### src/rtl/tape_fsk_encoder.sv
// tape_fsk_encoder
// Serialises bytes into a Kansas-City-style FSK waveform for a cassette
// input. A "0" cell is one full cycle of the low tone (half-period HP_ZERO).
// A "1" cell is two full cycles of the high tone (half-period HP_ONE).
// Each cycle is high for its first half and low for its second half.
// Every byte is framed as: one start "0", eight data bits LSB first, then
// two stop "1"s. A leader is LEADER_CYCLES cycles of the high tone.
//
// Ports
//   clk        : single clock; all state changes happen on its rising edge
//   reset      : synchronous, active-high reset
//   play       : 1 = run; 0 = pause (everything frozen, data held)
//   leader_req : one-cycle request for a leader; only honoured in IDLE
//   byte_valid : upstream is offering byte_data
//   byte_data  : byte to be encoded
//   byte_ready : byte is accepted this cycle (combinational)
//   data       : FSK tape waveform
//   busy       : high in any state other than IDLE
`timescale 1ns/1ps
module tape_fsk_encoder #(
    parameter int HP_ONE        = 4444,
    parameter int HP_ZERO       = 8889,
    parameter int LEADER_CYCLES = 16000
) (
    input  logic       clk,
    input  logic       reset,
    input  logic       play,
    input  logic       leader_req,
    input  logic       byte_valid,
    input  logic [7:0] byte_data,
    output logic       byte_ready,
    output logic       data,
    output logic       busy
);

    localparam logic [2:0] S_IDLE   = 3'd0;
    localparam logic [2:0] S_LEADER = 3'd1;
    localparam logic [2:0] S_START  = 3'd2;
    localparam logic [2:0] S_DATA   = 3'd3;
    localparam logic [2:0] S_STOP   = 3'd4;

    // Counters only ever hold values up to (parameter - 1).
    localparam int MAXP = (HP_ONE > HP_ZERO)
                        ? ((HP_ONE  > LEADER_CYCLES) ? HP_ONE  : LEADER_CYCLES)
                        : ((HP_ZERO > LEADER_CYCLES) ? HP_ZERO : LEADER_CYCLES);
    localparam int CW   = (MAXP > 1) ? $clog2(MAXP) : 1;

    localparam logic [CW-1:0] HP1_LD  = CW'(HP_ONE - 1);
    localparam logic [CW-1:0] HP0_LD  = CW'(HP_ZERO - 1);
    localparam logic [CW-1:0] LC_LAST = CW'(LEADER_CYCLES - 1);

    logic [2:0]    state;
    logic [CW-1:0] hp_cnt;    // remaining clocks in the current half-period
    logic [CW-1:0] cyc_cnt;   // full tone cycles completed within the cell
    logic          half;      // 0 = high half, 1 = low half
    logic [2:0]    bit_cnt;   // 0..7 in DATA, 0..1 in STOP
    logic [7:0]    shreg;     // data bits still to send, LSB is current

    logic          cur_one;   // value of the bit cell being emitted
    logic          nxt_one;   // value of the cell that follows this one
    logic          last_cyc;  // the tone cycle in progress ends the cell
    logic [CW-1:0] cur_ld;
    logic [CW-1:0] nxt_ld;

    assign busy       = (state != S_IDLE);
    assign byte_ready = (state == S_IDLE) & play & ~leader_req & ~reset;

    always_comb begin
        cur_one = 1'b1;
        nxt_one = 1'b1;
        case (state)
            S_START: begin
                cur_one = 1'b0;
                nxt_one = shreg[0];
            end
            S_DATA: begin
                cur_one = shreg[0];
                // After bit 7 comes the first stop bit.
                nxt_one = (bit_cnt == 3'd7) ? 1'b1 : shreg[1];
            end
            default: ;
        endcase

        if (state == S_LEADER)
            last_cyc = (cyc_cnt == LC_LAST);
        else if (cur_one)
            last_cyc = (cyc_cnt == CW'(1));
        else
            last_cyc = 1'b1;

        cur_ld = cur_one ? HP1_LD : HP0_LD;
        nxt_ld = nxt_one ? HP1_LD : HP0_LD;
    end

    always_ff @(posedge clk) begin
        if (reset) begin
            state   <= S_IDLE;
            data    <= 1'b0;
            hp_cnt  <= '0;
            cyc_cnt <= '0;
            half    <= 1'b0;
            bit_cnt <= '0;
            shreg   <= '0;
        end else if (play) begin
            case (state)
                S_IDLE: begin
                    data <= 1'b0;
                    // The first cell begins on the accepting edge, so the
                    // waveform goes high one clock after the request.
                    if (leader_req) begin
                        state   <= S_LEADER;
                        data    <= 1'b1;
                        half    <= 1'b0;
                        hp_cnt  <= HP1_LD;
                        cyc_cnt <= '0;
                    end else if (byte_valid && byte_ready) begin
                        shreg   <= byte_data;
                        state   <= S_START;
                        data    <= 1'b1;
                        half    <= 1'b0;
                        hp_cnt  <= HP0_LD;
                        cyc_cnt <= '0;
                        bit_cnt <= '0;
                    end
                end
                default: begin
                    if (hp_cnt != '0) begin
                        hp_cnt <= hp_cnt - 1'b1;
                    end else if (!half) begin
                        half   <= 1'b1;
                        data   <= 1'b0;
                        hp_cnt <= cur_ld;
                    end else if (!last_cyc) begin
                        // Another tone cycle within the same cell.
                        cyc_cnt <= cyc_cnt + 1'b1;
                        half    <= 1'b0;
                        data    <= 1'b1;
                        hp_cnt  <= cur_ld;
                    end else begin
                        // Cell done: start the next one on this same edge.
                        cyc_cnt <= '0;
                        half    <= 1'b0;
                        data    <= 1'b1;
                        hp_cnt  <= nxt_ld;
                        case (state)
                            S_LEADER: begin
                                state  <= S_IDLE;
                                data   <= 1'b0;
                                hp_cnt <= '0;
                            end
                            S_START: begin
                                state   <= S_DATA;
                                bit_cnt <= '0;
                            end
                            S_DATA: begin
                                shreg <= {1'b0, shreg[7:1]};
                                if (bit_cnt == 3'd7) begin
                                    state   <= S_STOP;
                                    bit_cnt <= '0;
                                end else begin
                                    bit_cnt <= bit_cnt + 1'b1;
                                end
                            end
                            S_STOP: begin
                                if (bit_cnt == 3'd1) begin
                                    state   <= S_IDLE;
                                    data    <= 1'b0;
                                    hp_cnt  <= '0;
                                    bit_cnt <= '0;
                                end else begin
                                    bit_cnt <= bit_cnt + 1'b1;
                                end
                            end
                            default: begin
                                state  <= S_IDLE;
                                data   <= 1'b0;
                                hp_cnt <= '0;
                            end
                        endcase
                    end
                end
            endcase
        end
    end

endmodule

### config.mk
export PLATFORM = sky130hd
export DESIGN_NAME = tape_fsk_encoder
export DESIGN_NICKNAME = d
export VERILOG_FILES = /design/src/rtl/tape_fsk_encoder.sv
export SDC_FILE = /design/constraint.sdc
export NUM_CORES = 1
export LEC_CHECK = 0
export BUFFER_PORTS_ARGS = -buffer_cell sky130_fd_sc_hd__buf_2
export CAP_MARGIN = 20
export CORE_UTILIZATION = 50
export DETAILED_ROUTE_END_ITERATION = 10
export PLACE_DENSITY = 0.71
export SLEW_MARGIN = 25
export SYNTH_ARGS = -nofsm -noshare
export SYNTH_HDL_FRONTEND = slang
export SYNTH_SLANG_ARGS = --single-unit
export TNS_END_PERCENT = 1
### constraint.sdc
create_clock -name clk -period 4.4 [get_ports clk]
set_clock_uncertainty 0.2 [all_clocks]
set_input_delay 0.44 -clock clk [delete_from_list [all_inputs] [get_ports clk]]
set_output_delay 0.44 -clock clk [all_outputs]
set_load 0.005 [all_outputs]
==> impl_metrics.sql, run 1 <==
INSERT INTO impl_metrics (metric_group, metric, value, unit) VALUES
('timing', 'finalHoldViolCount', '0', ''),
('drt', 'dr.pass1.iters', '4', ''),
('drt', 'postRouteWirelength', '6110', 'microns'),
('placement', 'place_inst', '412', ''),
('floorplanning', 'dieHeight', '75.3', 'microns'),
('timing', 'period_needed', '3.25', 'ns'),
('drt', 'ant_nets', '0', ''),
('clock_network', 'clock_transition_at_the_registers_of_the_reported_paths', '0.09', 'ns'),
('clock_network', 'numCtsBuffers', '5', ''),
('synthesis', 'synth_nets', '365', ''),
('drt', 'vias_per_cell', '5.99', ''),
('final_layout', 'layout-drive-gt1-share', '12.3', '%'),
('placement', 'setup_slack_at_placement', '1.17', 'ns'),
('synthesis', 'syn_inst', '346', ''),
('setup_path', 'worstPathMaxFanout', '11', ''),
('floorplanning', 'die_w', '75.3', 'microns'),
('synthesis', 'synth_top_flop_cell', 'dfxtp_1', ''),
('setup_path', 'regToRegSetupSlack', '1.15', 'ns'),
('grt', 'grt_remaining_overflow', '0', ''),
('synthesis', 'synth_top_cell_by_area', 'dfxtp_1', ''),
('final_layout', 'layout.nets', '368', ''),
('setup_path', 'endpoint_kind', 'register', ''),
('placement', 'dpl_cell_area', '2760', 'sq um'),
('grt', 'grt_pass1_wl', '10600', 'microns'),
('worst_hold_path', 'holdPathStages', '4', ''),
('synthesis', 'ys_ff_latch', '44', ''),
('setup_path', 'timing.critical_path.from_type', 'register', ''),
('drt', 'detail_route.iter0.violations', '177', ''),
('timing', 'worst_slew_margin_rel', '47.2', '%'),
('setup_path', 'critPathKind', 'register to register', ''),
('floorplanning', 'dieArea', '5670', 'sq um'),
('synthesis', 'synthArstFlopShare', '0', '%'),
('timing', 'final_critical_path_setup_slack', '1.15', 'ns'),
('run', 'maxCapViolCount', '0', ''),
('pwr', 'power.ir.vdd_worst', '0.365', 'mV'),
('synthesis', 'yosysWarnings', '0', ''),
('drt', 'routed_wl_per_cell', '14.6', 'microns'),
('drt', 'route.detailed.drc', '0', ''),
('run_status', 'run_status', 'completed', ''),
('placement', 'dp_hpwl', '4230', 'microns'),
('worst_hold_path', 'min_to', 'shreg[7]', ''),
('clock_network', 'post-cts-setup-buffer-count', '0', ''),
('setup_path', 'regToRegStartpoint', 'hp_cnt[0]', ''),
('synthesis', 'syn_area_per_cell', '7.76', 'sq um'),
('worst_hold_path', 'worstHoldStart', 'byte_data[7]', ''),
('pwr', 'report.power.total', '1.55', 'mW'),
('timing', 'whs', '0.269', 'ns'),
('drt', 'dr_total_vias', '2517', ''),
('grt', 'grt_start_max_net_pins', '28', ''),
('clock_network', 'cts.sinks', '44', ''),
('synthesis', 'yosys.area.top_type_share', '32.8', '%'),
('timing', 'max_freq', '307', 'MHz'),
('placement', 'gpl.final_weighted_congestion', '0.925', ''),
('grt', 'globalRouteTotalUtil', '24.4', '%'),
('synthesis', 'seq_area_frac_synth', '32.8', '%'),
('clock_network', 'clock_tree.buffer_depth', '2', ''),
('placement', 'placement.io_buffers', '15', ''),
('grt', 'grt_antenna_before_repair', '0', ''),
('setup_path', 'r2r.worst_path.cells', '8', ''),
('pwr', 'power.leakage', '0.993', 'nW'),
('final_layout', 'antenna_cells', '0', ''),
('clock_network', 'clkLatencyLatePin', '0.31', 'ns'),
('setup_path', 'required', '4.40', 'ns'),
('timing', 'finalMaxSlewViolations', '0', ''),
('floorplanning', 'fp.coreArea', '5140', 'sq um'),
('timing', 'final.period_utilization', '74.0', '%'),
('floorplanning', 'floorplan.initialDensity', '52.3', '%'),
('synthesis', 'synth_area_leaders', 'dfxtp_1 (33%), o21ai_0 (5.6%), nand2_1 (5.3%)', ''),
('timing', 'setup_tns', '0', 'ns'),
('worst_hold_path', 'timing.hold.worst.class', 'input port to register', ''),
('final_layout', 'finalInstanceArea', '2860', 'sq um');
worst max-delay path, cell delays in order, from the launching register on:
cell     delay [ns]
dfxtp_1        0.34
inv_1          0.08
ha_1           0.22
or4b_1         0.59
or4_4          0.58
nand2_1        0.36
nand2_2        0.13
or3_1          0.38
o221a_1        0.27
final cells by class:
class | instances | area [sq um]
clock buffers | 6 | 82.6
clock inverters | 2 | 10.0
fillers | 516 | 2280
inverters | 16 | 60.1
multi-input cells | 264 | 1640
flip-flops and latches | 44 | 881
well taps | 70 | 87.6
repair buffers | 18 | 97.6
report_power, final:
part	switching [mW]	internal, mW	total (mW)
Combinational	0.492	0.256	0.748
Clock	0.142	0.125	0.267
Sequential	0.0768	0.455	0.532
metal layers:
metal	GRT usage [%]	part of all wire (%)	wire length (microns)
met1	30.9	47	2890
met2	40.7	46	2790
met3	4.23	5.1	310
met4	10.7	2.0	121
met5	0	0	0
cell usage in the layout (no fill, tap or decap), drive strengths merged, types with 3 or more instances in the layout:
master	instances
a211o	8
a211oi	5
a21o	6
a21oi	21
a221oi	3
a31oi	3
buf	18
clkbuf	6
dfxtp	44
ha	6
inv	16
mux2i	3
nand2	39
nand2b	3
nand3	9
nand3b	4
nand4	8
nor2	34
nor3	12
nor4	12
o211ai	8
o21a	4
o21ai	32
or3	4
xnor2	10
kinds of logic (layout without fill, tap and decap cells):
logic type	count (synthesis)	after routing	share of synthesized area, %
buf+inv	38	42	6.43
simple gates	138	138	26.0
compound gates	106	106	27.3
xor+xnor	11	11	3.59
mux	3	3	1.12
flops	44	44	32.8
fa+ha+maj	6	6	2.79
sequential cells by signal, indices dropped and copies added (netlist names):
signal	count
bit_cnt	3
shreg	8
data	1
hp_cnt	14
half	1
state	3
cyc_cnt	14
how the worst max path moves through the flow:
| stage | startpoint | endpoint | slack (ns) | cells after the start |
|---|---|---|---|---|
| 6_report | hp_cnt[0] | state[1] | 1.15 | 8 |
| 5_1_grt | hp_cnt[0] | state[1] | 0.97 | 8 |
| 4_1_cts | hp_cnt[0] | state[1] | 1.16 | 8 |
| 3_5_place_dp | hp_cnt[0] | state[1] | 1.17 | 8 |
| 3_3_place_gp | hp_cnt[0] | state[1] | 1.23 | 8 |
| 2_1_floorplan | hp_cnt[0] | state[1] | 1.63 | 9 |
Yosys cell counts, types with 8 or more instances:
cell and n:
inv_1 16, o21ai_0 30, a21oi_1 21, nand2_1 38, o211ai_1 8, nor2_1 34, nor4_1 11, nand4_1 8
xnor2_1 10, clkbuf_1 11, nor3_1 12, nand3_1 9, dfxtp_1 44
Power figures use the tool's default switching activity.
==> run 2: changes to the inputs <==
--- a/config.mk
+++ b/config.mk
@@ -9,7 +9,7 @@
 export CAP_MARGIN = 20
 export CORE_UTILIZATION = 50
 export DETAILED_ROUTE_END_ITERATION = 10
-export PLACE_DENSITY = 0.71
+export PLACE_DENSITY = 0.73
 export SLEW_MARGIN = 25
 export SYNTH_ARGS = -nofsm -noshare
 export SYNTH_HDL_FRONTEND = slang
==> constraint.sdc (replaced) <==
create_clock -name clk -period 2.8 [get_ports clk]
set_clock_uncertainty 0.2 [all_clocks]
set_input_delay 0.28 -clock clk [delete_from_list [all_inputs] [get_ports clk]]
set_output_delay 0.28 -clock clk [all_outputs]
set_load 0.005 [all_outputs]
==> run 2 against run 1 <==
Effect of this change:
- count of clock-buffer cells in the layout increased by 2
- core utilization grew 5.4 points
- critical path depth up 1
- routed wire length up 11%
- fmax rose by 18%
- critical endpoint is now shreg[1]
==> impl_metrics.sql, run 2 (synthesis gave the netlist of run 1 again) <==
INSERT INTO impl_metrics (metric_group, metric, value, unit) VALUES
('grt', 'grt_pass1_wl', '11100', 'microns'),
('final_layout', 'area_growth_syn_to_layout', '16.7', '%'),
('clock_network', 'clock_tree.buffer_depth', '2', ''),
('run_status', 'run_status', 'completed', ''),
('placement', 'dpl_cell_area', '2920', 'sq um'),
('setup_path', 'endpoint_kind', 'register', ''),
('grt', 'grt_antenna_before_repair', '0', ''),
('floorplanning', 'dieHeight', '75.3', 'microns'),
('drt', 'postRouteWirelength', '6790', 'microns'),
('grt', 'grt_remaining_overflow', '0', ''),
('grt', 'first_global_vias', '2432', ''),
('clock_network', 'cts_max_level', '2', ''),
('final_layout', 'antenna_cells', '0', ''),
('clock_network', 'cts.sinks', '44', ''),
('floorplanning', 'fp.coreArea', '5140', 'sq um'),
('clock_network', 'numCtsBuffers', '5', ''),
('drt', 'detail_route.iter0.violations', '129', ''),
('timing', 'setup_tns', '0', 'ns'),
('run', 'maxCapViolCount', '0', ''),
('setup_path', 'timing.critical_path.arrival', '2.80', 'ns'),
('setup_path', 'critPathKind', 'register to register', ''),
('pwr', 'report.power.total', '2.74', 'mW'),
('clock_network', 'cts_tree', 'done', ''),
('timing', 'whs', '0.0691', 'ns'),
('drt', 'dr.pass1.iters', '5', ''),
('final_layout', 'most-common-layout-cells', 'dfxtp_1 (43), nand2_1 (38), nor2_1 (34)', ''),
('final_layout', 'most_common_cell_after_layout_fill_and_taps_aside', 'dfxtp_1', ''),
('floorplanning', 'top_level_ports', '16', ''),
('timing', 'finalHoldViolCount', '0', ''),
('pwr', 'power.ir.vdd_worst', '0.484', 'mV'),
('clock_network', 'clock_transition_at_the_registers_of_the_reported_paths', '0.08', 'ns'),
('timing', 'setup_violations', '0', ''),
('timing', 'max_freq', '362', 'MHz'),
('timing', 'final_critical_path_setup_slack', '0.0396', 'ns'),
('drt', 'dr_total_vias', '2655', ''),
('pwr', 'fraction_of_power_consumed_by_sequential_logic', '29.2', '%'),
('floorplanning', 'dieArea', '5670', 'sq um'),
('setup_path', 'required', '2.84', 'ns'),
('final_layout', 'layout-drive-gt1-share', '21.3', '%'),
('timing', 'rsz0062_at_grt', 'true', ''),
('final_layout', 'layout.nets', '394', ''),
('pwr', 'power_switching_share', '44.2', '%'),
('grt', 'grt_start_max_net_pins', '21', ''),
('grt', 'globalRouteTotalUtil', '25.8', '%'),
('timing', 'period_needed', '2.76', 'ns'),
('setup_path', 'timing.critical_path.from_type', 'register', ''),
('timing', 'worst_slew_margin_rel', '59.3', '%'),
('setup_path', 'cpMaxStageDelayCell', 'or4_4', ''),
('final_layout', 'finalNonFillerCells', '446', ''),
('floorplanning', 'std_cell_rows', '26', ''),
('timing', 'finalMaxSlewViolations', '0', ''),
('timing', 'actual_slew_at_the_worst_max_slew_pin', '0.604', 'ns'),
('placement', 'placement.io_buffers', '15', ''),
('setup_path', 'crit_path_max_incr_delay', '0.60', 'ns'),
('clock_network', 'clkLatencyLatePin', '0.31', 'ns'),
('timing', 'final.period_utilization', '98.6', '%'),
('pwr', 'power.leakage', '1.13', 'nW'),
('worst_hold_path', 'timing.hold.worst.class', 'input port to register', ''),
('final_layout', 'finalInstanceArea', '3140', 'sq um'),
('final_layout', 'top_regs', 'cyc_cnt (14), hp_cnt (14), shreg (8)', ''),
('setup_path', 'worstPathCellList', 'inv_2 -> ha_4 -> or4b_4 -> or4_4 -> o21ai_4 -> o21ai_4 -> buf_12 -> a211o_2 -> a21oi_2', ''),
('floorplanning', 'die_w', '75.3', 'microns'),
('pwr', 'internal_power', '1.53', 'mW'),
('drt', 'ant_nets', '0', ''),
('placement', 'gpl.final_weighted_congestion', '0.900', ''),
('pwr', 'pwr-share-clk', '15.3', '%'),
('pwr', 'powerDensity', '874', 'nW/um^2'),
('setup_path', 'most_numerous_cell_on_the_critical_path', 'o21ai_4', ''),
('drt', 'routed_wl_per_cell', '15.2', 'microns'),
('setup_path', 'worstPathMaxFanout', '6', ''),
('placement', 'dp_hpwl', '4700', 'microns'),
('drt', 'vias_per_cell', '5.95', ''),
('drt', 'route.detailed.drc', '0', ''),
('clock_network', 'clock_tree.root_cell', 'clkbuf_8', ''),
('floorplanning', 'floorplan.initialDensity', '52.3', '%'),
('final_layout', 'end_of_flow_core_utilization', '61.0', '%'),
('pwr', 'proportion_of_power_drawn_by_combinational_gates', '55.6', '%'),
('placement', 'setup_slack_at_placement', '-0.00155', 'ns'),
('pwr', 'p_switching', '1.21', 'mW'),
('placement', 'place_inst', '433', '');
[run 2: layer usage]
metal  GRT usage, %  part of all wire, %  vias up
met4           10.9                  1.4        0
met3           5.95                  5.9       10
met1           33.5                   46     1235
met2           41.3                   46       82
li1               -                    -     1328
met5              0                    0        -
[run 2: cell type report]
class,instances,area [sq um]
tap,70,87.6
multi-input combinational,264,1710
timing repair buffer,44,309
inverter,16,60.1
sequential,44,882
fill,501,2000
clock buffer,8,90.1
[run 2: final timing paths]
path | start | end | slack [ns] | cells after the start
min | reset | cyc_cnt[1] | 0.07 | 2
max reg2reg | hp_cnt[1] | shreg[1] | 0.04 | 9
min reg2reg | hp_cnt[10] | hp_cnt[10] | 0.28 | 2
max | hp_cnt[1] | shreg[1] | 0.04 | 9
[run 2: power by group through the flow]
stage               registers, mW  logic, mW  clock network [mW]
floorplan                   0.790      0.966                   0
global placement            0.801       1.36                   0
detailed placement          0.806       1.37                   0
CTS                         0.793       1.39               0.428
global route                0.814       1.67               0.452
finish                      0.799       1.52               0.418
[run 2: timing repair]
item,in CTS,in global routing
buffers inserted,0,5
resized for setup,1,22
setup endpoints to repair,1,9
pin swaps,0,11
hold buffers,0,0
[run 2: critical path, delay by kind of cell, from the launching register on]
family,cells,cell delay (ns)
DFF,1,0.34
adders and majority gates,1,0.13
and+or+nand+nor,2,1.10
buffers and inverters,2,0.21
AOI/OAI and AO/OA,4,0.71
